===== src/rtl/otp_decryptor_rx.sv =====
// otp_decryptor_rx
// Receive end of the one-time-pad link. Regenerates the encryptor's pad stream
// with a lock-stepped Galois LFSR and XORs each ciphertext byte with it to recover
// plaintext. The last 8 pads are kept by index so a byte can be re-decrypted
// (replay) without disturbing the LFSR.
//
// Ports
//   clk        clock, rising edge
//   reset      asynchronous, active-high reset
//   start      one-cycle pulse: resynchronise (seed LFSR, clear history) and run
//   in_valid   / in_ready    input handshake (in_ready is combinational)
//   in_data    ciphertext byte
//   in_idx     pad index tagged by the encryptor
//   in_replay  1 = decrypt with stored pad for in_idx, no LFSR advance
//   out_valid  / out_ready   output handshake
//   out_data   plaintext byte
//   out_idx    index used for out_data
//   seq_err    sticky: a fresh byte arrived out of sequence
//   err_idx    in_idx of the first out-of-sequence byte
module otp_decryptor_rx #(
  parameter logic [7:0] SEED = 8'h01,
  parameter logic [7:0] TAPS = 8'hB8
) (
  input  logic       clk,
  input  logic       reset,
  input  logic       start,
  input  logic       in_valid,
  output logic       in_ready,
  input  logic [7:0] in_data,
  input  logic [2:0] in_idx,
  input  logic       in_replay,
  output logic       out_valid,
  input  logic       out_ready,
  output logic [7:0] out_data,
  output logic [2:0] out_idx,
  output logic       seq_err,
  output logic [2:0] err_idx
);

  // An all-zero seed would lock the LFSR at zero forever.
  localparam logic [7:0] SEED_EFF = (SEED == 8'h00) ? 8'h01 : SEED;

  typedef enum logic [1:0] {IDLE, RUN, ERR} state_t;

  state_t     state_reg, state_next;
  logic [7:0] lfsr_reg;
  logic [7:0] lfsr_next;
  logic [2:0] exp_idx_reg;
  logic [7:0] pad_mem_reg [8];
  logic       out_valid_reg;
  logic [7:0] out_data_reg;
  logic [2:0] out_idx_reg;
  logic       seq_err_reg;
  logic [2:0] err_idx_reg;

  logic       accept;
  logic       fresh_ok;
  logic       fresh_bad;
  logic       replay_acc;
  logic [7:0] pad_sel;

  // Output register can take a new byte when empty or being drained this cycle.
  assign in_ready   = (state_reg == RUN) && !start && (!out_valid_reg || out_ready);
  assign accept     = in_valid && in_ready;
  assign fresh_ok   = accept && !in_replay && (in_idx == exp_idx_reg);
  assign fresh_bad  = accept && !in_replay && (in_idx != exp_idx_reg);
  assign replay_acc = accept && in_replay;

  assign lfsr_next = (lfsr_reg >> 1) ^ (lfsr_reg[0] ? TAPS : 8'h00);
  assign pad_sel   = in_replay ? pad_mem_reg[in_idx] : lfsr_reg;

  // ---------------------------------------------------------------- FSM
  always_ff @(posedge clk or posedge reset) begin
    if (reset) begin
      state_reg <= IDLE;
    end else begin
      state_reg <= state_next;
    end
  end

  always_comb begin
    state_next = state_reg;
    if (start) begin
      state_next = RUN;
    end else begin
      case (state_reg)
        RUN:     if (fresh_bad) state_next = ERR;
        default: state_next = state_reg;
      endcase
    end
  end

  // ---------------------------------------------------------------- pad history
  // One register per slot: the history must clear in a single cycle on start.
  generate
    for (genvar gi = 0; gi < 8; gi++) begin : g_pad
      always_ff @(posedge clk or posedge reset) begin
        if (reset) begin
          pad_mem_reg[gi] <= 8'h00;
        end else if (start) begin
          pad_mem_reg[gi] <= 8'h00;
        end else if (fresh_ok && (in_idx == 3'(gi))) begin
          pad_mem_reg[gi] <= lfsr_reg;
        end
      end
    end
  endgenerate

  // ---------------------------------------------------------------- datapath
  always_ff @(posedge clk or posedge reset) begin
    if (reset) begin
      lfsr_reg      <= SEED_EFF;
      exp_idx_reg   <= 3'd0;
      out_valid_reg <= 1'b0;
      out_data_reg  <= 8'h00;
      out_idx_reg   <= 3'd0;
      seq_err_reg   <= 1'b0;
      err_idx_reg   <= 3'd0;
    end else if (start) begin
      lfsr_reg      <= SEED_EFF;
      exp_idx_reg   <= 3'd0;
      out_valid_reg <= 1'b0;
      seq_err_reg   <= 1'b0;
      err_idx_reg   <= 3'd0;
    end else begin
      if (fresh_ok) begin
        lfsr_reg    <= lfsr_next;
        exp_idx_reg <= exp_idx_reg + 3'd1;
      end
      if (fresh_bad && !seq_err_reg) begin
        seq_err_reg <= 1'b1;
        err_idx_reg <= in_idx;
      end
      // A new byte reloads the register in the same cycle the old one drains.
      if (fresh_ok || replay_acc) begin
        out_valid_reg <= 1'b1;
        out_data_reg  <= in_data ^ pad_sel;
        out_idx_reg   <= in_idx;
      end else if (out_ready) begin
        out_valid_reg <= 1'b0;
      end
    end
  end

  assign out_valid = out_valid_reg;
  assign out_data  = out_data_reg;
  assign out_idx   = out_idx_reg;
  assign seq_err   = seq_err_reg;
  assign err_idx   = err_idx_reg;

endmodule


===== config.mk =====
export PLATFORM = sky130hd
export DESIGN_NAME = otp_decryptor_rx
export DESIGN_NICKNAME = d
export VERILOG_FILES = /design/src/rtl/otp_decryptor_rx.sv
export SDC_FILE = /design/constraint.sdc
export NUM_CORES = 1
export LEC_CHECK = 0
export CAP_MARGIN = 40
export CORE_MARGIN = 10
export CORE_UTILIZATION = 59
export DETAILED_ROUTE_END_ITERATION = 10
export GPL_ROUTABILITY_DRIVEN = 0
export PLACE_DENSITY = 0.91
export SETUP_SLACK_MARGIN = 0.5
export SYNTH_ARGS = -nofsm -noshare
export SYNTH_HDL_FRONTEND = slang
export SYNTH_SLANG_ARGS = --single-unit

===== constraint.sdc =====
create_clock -name clk -period 3.38 [get_ports clk]
set_input_delay 0.676 -clock clk [delete_from_list [all_inputs] [get_ports clk]]
set_output_delay 0.676 -clock clk [all_outputs]
set_load 0.05 [all_outputs]

==> metrics.md, run 1 <==
| Metric | Value |
|---|---|
| Status | `complete, no violations` |
| Fin crit share | `0.788` |
| Initial Utilization | `0.614` |
| Flop pwr share | `0.501` |
| Syn avg cell area | `11.4 um^2` |
| NetSw | `0.693 mW` |
| Fin crit period | `around 2.7 ns` |
| Count of cell types in the netlist | `42` |
| Clk root buf | `clkbuf_8` |
| Setup Total Neg Slack | `0 ns` |
| CP delay by family, top | `buffers and inverters` |
| Clock sinks | `93` |
| Final Hold Fails | `0` |
| Cell internal pwr | `between 1.5 and 2 mW` |
| Post-synth EDFFs | `0` |
| Worst-margin pin slew | `approximately 0.83 ns` |
| Die area | `12100 um^2` |
| Dpl cell area | `5200 um^2` |
| Drt wl/cell | `20.0 um` |
| Setup crit start kind | `input port` |
| Yosys top cell area share | `0.480` |
| DRC viols | `0` |
| Comb power frac | `0.170` |
| Switching part of the total | `0.296` |
| Placed cells | `roughly 540` |
| Slowest stage cell, crit path | `dlygate4sd2_1` |
| Post-DP HPWL | `roughly 7400 um` |
| ANT cells | `0` |
| Final setup viols | `0` |
| Critical path peak fanout | `4` |
| Area leader, netlist | `dfrtp_1` |
| Fmax | `between 300 and 400 MHz` |
| PortBufs | `33` |
| Lkg Pwr | `around 2.5 nW` |
| Largest cells by area after synthesis | `dfrtp_1 48%, mux2i_1 17%, nor2_1 6.3%, mux4_1 5.5%, xor2_1 2.6%` |
| Final Cell Area | `5400 um^2` |
| Clock skew | `0.0106 ns` |
| Worst Path Buf+Inv | `2` |
| Slowest stage delay, CP | `0.53 ns` |
| First-pass GRT wire length | `17900 um` |
| Clock tree buffer depth | `2` |
| CTS Buf Count | `9` |
| Vias per inst | `6.14` |
| Synthesized cell area | `approximately 4800 um^2` |
| Worst-Skew Late Latency | `0.37 ns` |
| Clock transition at the registers of the reported paths | `0.09 ns` |
| WHS | `0.512 ns` |
| Seq cells post-synth | `93` |
| Largest net degree at the start of global routing | `83` |
| VDD IR max | `roughly 0.0004 V` |
| Final net count | `464` |
| Vias in the first global route | `3395` |
| DRT Pass-1 Iters | `6` |
| Initial antenna violation count | `0` |
| Share of cells above drive strength 1 | `0.118` |
| Synth Warn # | `0` |
| Most numerous cell in the Yosys netlist | `dfrtp_1` |
| Top post-synthesis cells by count | `92 x dfrtp_1, 81 x nor2_1, 79 x mux2i_1, 21 x nand2_1, 16 x clkbuf_1` |
| CP Class | `input port to primary output` |
| Die width | `approximately 110 um` |
| Congestion Overflow GR | `0` |
| Die height | `110 um` |
| Worst Path Required | `~2.7 ns` |
| Mapped Cells | `around 420` |
| Worst-path cell chain | `clkdlybuf4s50_1 > nand2b_1 > and3_1 > dlygate4sd2_1` |
| Max-slew violation count | `0` |
| P per Cell Area | `434 nW/um^2` |
| Worst Hold Class | `flop to flop` |
| # hold bufs at CTS | `0` |
| Layout Cells excl Fill | `553` |
| Via count | `3396` |
| RSZ-0062 raised after global routing | `false` |
| IO Pins | `34` |
| Critical Path AT | `1.99 ns` |
| Core Area | `7810 um^2` |
| FP Rows | `32` |
| Antenna-violating nets left | `0` |
| Net Count, Synth | `439` |
| First-iteration detailed-routing DRC count | `between 200 and 300` |
| Register area share after synthesis | `0.486` |
| DRT Wirelength | `11100 um` |
| GRT Overall Usage | `0.193` |
| Main synth FF type | `dfrtp_1` |
| Synthesis-to-finish area growth | `12.6%` |
| CTS H-tree lvls | `3` |
| Largest register FFs | `64` |
| Synth async-reset ratio | `1.00` |
| Clock share of power | `0.328` |
| TritonCTS clock tree | `done` |
| Slew margin rel. | `0.449` |
| Setup crit end kind | `primary output` |
| Total of max-cap violations | `0` |
layout by cell type (no fill, tap or decap), types with 7 or more instances in the layout:
master,n
clkdlybuf4s50_1,31
xnor2_1,7
buf_4,15
xor2_1,14
nor2_1,81
a22oi_1,10
mux2i_1,79
a21oi_1,8
mux4_1,10
clkbuf_8,10
dfrtp_1,92
nand2_1,21
cell type report:
type	count	area, um^2
tap	102	128
timing repair buffer	49	457
multi-input combinational	291	2270
inverter	2	11.3
clock inverter	5	58.8
fill	551	2410
clock buffer	11	141
sequential	93	2330
what timing repair did:
item,in CTS,in global routing
gates resized for setup,1,0
endpoints found under the setup margin,1,0
buffers inserted,0,0
worst paths after layout:
check                      slack [ns]         endpoint           start  depth (start not counted)
setup / recovery                 0.72         in_ready       out_ready                          4
setup reg to reg                 1.18  pad_mem_reg[26]  exp_idx_reg[1]                          5
min in group asynchronous        0.72      out_data[5]           reset                          2
hold / removal                   0.51       out_idx[1]      out_idx[1]                          1
max in group asynchronous        1.88      lfsr_reg[0]           reset                          3
hold reg to reg                  0.51       out_idx[1]      out_idx[1]                          1
kinds of logic (layout without fill, tap and decap cells):
| kind of cell | Yosys count | in the layout | share of synthesized area |
|---|---|---|---|
| mux | 95 | 95 | 0.234 |
| buf+inv | 37 | 67 | 0.0428 |
| compound gates | 34 | 34 | 0.0480 |
| simple gates | 138 | 138 | 0.142 |
| xor+xnor | 23 | 23 | 0.0452 |
| flops | 93 | 93 | 0.486 |
| fa+ha+maj | 1 | 1 | 0.00261 |
through the flow:
stage	power, mW	utilization	setup WS [ns]
2_1_floorplan	1.46	-	1.36
3_3_place_gp	1.58	0.666	0.489
3_5_place_dp	1.60	0.666	0.440
4_1_cts	2.35	0.691	0.707
5_1_grt	2.42	0.691	0.657
6_report	2.34	0.691	0.717
power by group through the flow:
stage,clock [mW],sequential (mW),combinational [mW]
after CTS,0.778,1.17,0.402
after global routing,0.824,1.18,0.421
final,0.768,1.17,0.399
after global placement,0,1.19,0.390
after floorplan,0,1.31,0.150
after detailed placement,0,1.19,0.401
per-layer routing:
metal	wire length, um	global-route usage	share of wire	up-vias
met5	0	0	0	-
met4	238	0.0761	0.022	0
met3	724	0.0493	0.065	27
met2	5540	0.312	0.50	132
met1	4560	0.243	0.41	1712
li1	-	-	-	1525
Note: power is estimated with default switching activity, not from simulation.
==> run 2, diff against run 1 <==
- clock period: 3.38 -> 2.5 ns (I/O delays scaled with it)
==> run 2 against run 1 <==
Compared with the run above: power up 34%; die area is the same; first-iteration DRC count shrank 8.4%; global-route usage up 0.28 points.
==> metrics.md, run 2 (synthesis results as in run 1) <==
| Metric | Value |
|---|---|
| Status | `complete, no violations` |
| Final setup viols | `0` |
| Worst setup path startpoint | `exp_idx_reg[0]` |
| Setup Total Neg Slack | `0 ns` |
| PortBufs | `33` |
| IO Pins | `34` |
| Placed cells | `between 500 and 600` |
| Clock tree buffer depth | `2` |
| Worst setup margin | `0.545 ns` |
| Setup crit end kind | `flop` |
| Critical path peak fanout | `17` |
| Final net count | `480` |
| Die area | `12100 um^2` |
| Via count | `3386` |
| Initial Utilization | `0.614` |
| Worst-margin pin slew | `0.818 ns` |
| CTS H-tree lvls | `3` |
| Lkg Pwr | `2.73 nW` |
| RSZ-0062 raised after global routing | `true` |
| Die width | `110 um` |
| Slowest stage delay, CP | `0.48 ns` |
| Clock skew | `0.0141 ns` |
| Post-Place Worst Slack | `-0.0336 ns` |
| Worst Hold Class | `input port to flop` |
| First-pass GRT wire length | `18300 um` |
| Drt wl/cell | `~20 um` |
| ANT cells | `0` |
| First-iteration detailed-routing DRC count | `251` |
| Vias in the first global route | `3492` |
| Total of max-cap violations | `0` |
| Largest register FFs | `64` |
| Design Power | `3.15 mW` |
| GRT Overall Usage | `0.196` |
| Synthesis-to-finish area growth | `17.9%` |
| Clk root buf | `clkbuf_8` |
| DRT Pass-1 Iters | `5` |
| TritonCTS clock tree | `done` |
| Core Area | `7810 um^2` |
| CP dominant cell by count | `buf_4` |
| Fillcell total | `512` |
| Fmax | `512 MHz` |
| CTS Buf Count | `9` |
| Die height | `110 um` |
| Post-DP HPWL | `between 7000 and 8000 um` |
| Setup crit start kind | `flop` |
| Vias per inst | `5.96` |
| Clock transition at the registers of the reported paths | `roughly 0.09 ns` |
| VDD IR max | `0.000429 V` |
| CP Class | `flop to flop` |
| Final Hold Fails | `0` |
| DRT Wirelength | `11500 um` |
| Post-layout util | `0.724` |
| Worst Path Required | `about 2.8 ns` |
| Worst-path cell chain | `xnor2_4 > nand3_4 > buf_4 > buf_4 > nor3_4 > buf_12 > nor2_1 > a211oi_1` |
| Largest net degree at the start of global routing | `94` |
| FF/Latch Area | `2330 um^2` |
| Share of cells above drive strength 1 | `0.161` |
| P per Cell Area | `557 nW/um^2` |
| Max-slew violation count | `0` |
| Congestion Overflow GR | `0` |
| Worst-Skew Late Latency | `0.36 ns` |
| Antenna-violating nets left | `0` |
| Fin crit period | `approximately 2.0 ns` |
| Initial antenna violation count | `0` |
| Fin crit share | `0.782` |
| DRC viols | `0` |
| Layout Cells excl Fill | `568` |
| Slew margin rel. | `0.454` |
| Most common cell after layout, fill and taps aside | `dfrtp_1` |
| Slowest stage cell, crit path | `dfrtp_2` |
| Reg2reg start | `exp_idx_reg[0]` |
| Critical Path AT | `between 2 and 2.5 ns` |
| Multi-input gate area | `2340 um^2` |
| Clock sinks | `just over 90` |
| Hold path start | `out_ready` |
| Commonest cells after routing, fill and taps aside | `91 x dfrtp_1, 81 x nor2_1, 79 x mux2i_1, 21 x nand2_1, 20 x buf_4` |
| FP Rows | `32` |
==> run 2: per-layer routing <==
metal | vias to the layer above | GRT usage | share of wire
met5 | - | 0 | 0
met4 | 0 | 0.0615 | 0.021
met3 | 23 | 0.0464 | 0.088
met2 | 123 | 0.324 | 0.50
met1 | 1700 | 0.249 | 0.39
li1 | 1540 | - | -
==> run 2: cell type report <==
type	instances	area share
clock buffers	12	0.0275
inverters	2	0.00199
repair buffers	65	0.113
well taps	102	0.0226
clock inverters	3	0.00797
flip-flops and latches	93	0.412
multi-input cells	291	0.414
==> run 2: what timing repair did <==
item                       in CTS  in global routing
hold buffers                    0                  0
hold endpoints to repair        0                  0
buffers inserted                1                  0
pin swaps                       3                  4
resized for setup              27                 12
setup endpoints to repair      91                 73
==> run 2: power breakdown <==
part,leakage (nW),switching [mW],internal [mW]
clock network,0.0947,0.510,0.512
registers,1.26,0.0357,1.55
logic,1.37,0.362,0.176
total,2.73,0.908,2.24
==> run 2: per-stage QoR <==
step           instance area [um^2]  hold slack [ns]
6_report                       5650            0.440
5_1_grt                        5650            0.467
4_1_cts                        5600            0.525
3_5_place_dp                   5370            0.504
3_3_place_gp                   5370            0.488
2_1_floorplan                  4800            0.467
==> run 2: path summary, 6_finish.rpt <==
check	cells past startpoint	slack [ns]	to
worst min-delay path	3	0.44	out_valid
worst min register to register	1	0.52	out_idx[2]
worst max-delay path	8	0.55	lfsr_reg[5]
worst max register to register	8	0.55	lfsr_reg[5]
max in group asynchronous	3	1.50	pad_mem_reg[42]
min in group asynchronous	3	0.60	pad_mem_reg[46]
==> run 2: worst max-delay path: cells and delay by family, from the launching register on <==
kind / cells / cell delay (ns)
DFF: 1 / 0.48
xor gates and xnor gates: 1 / 0.25
buffers and inverters: 3 / 0.51
AOI/OAI and AO/OA: 1 / 0.23
and+or+nand+nor: 3 / 0.39
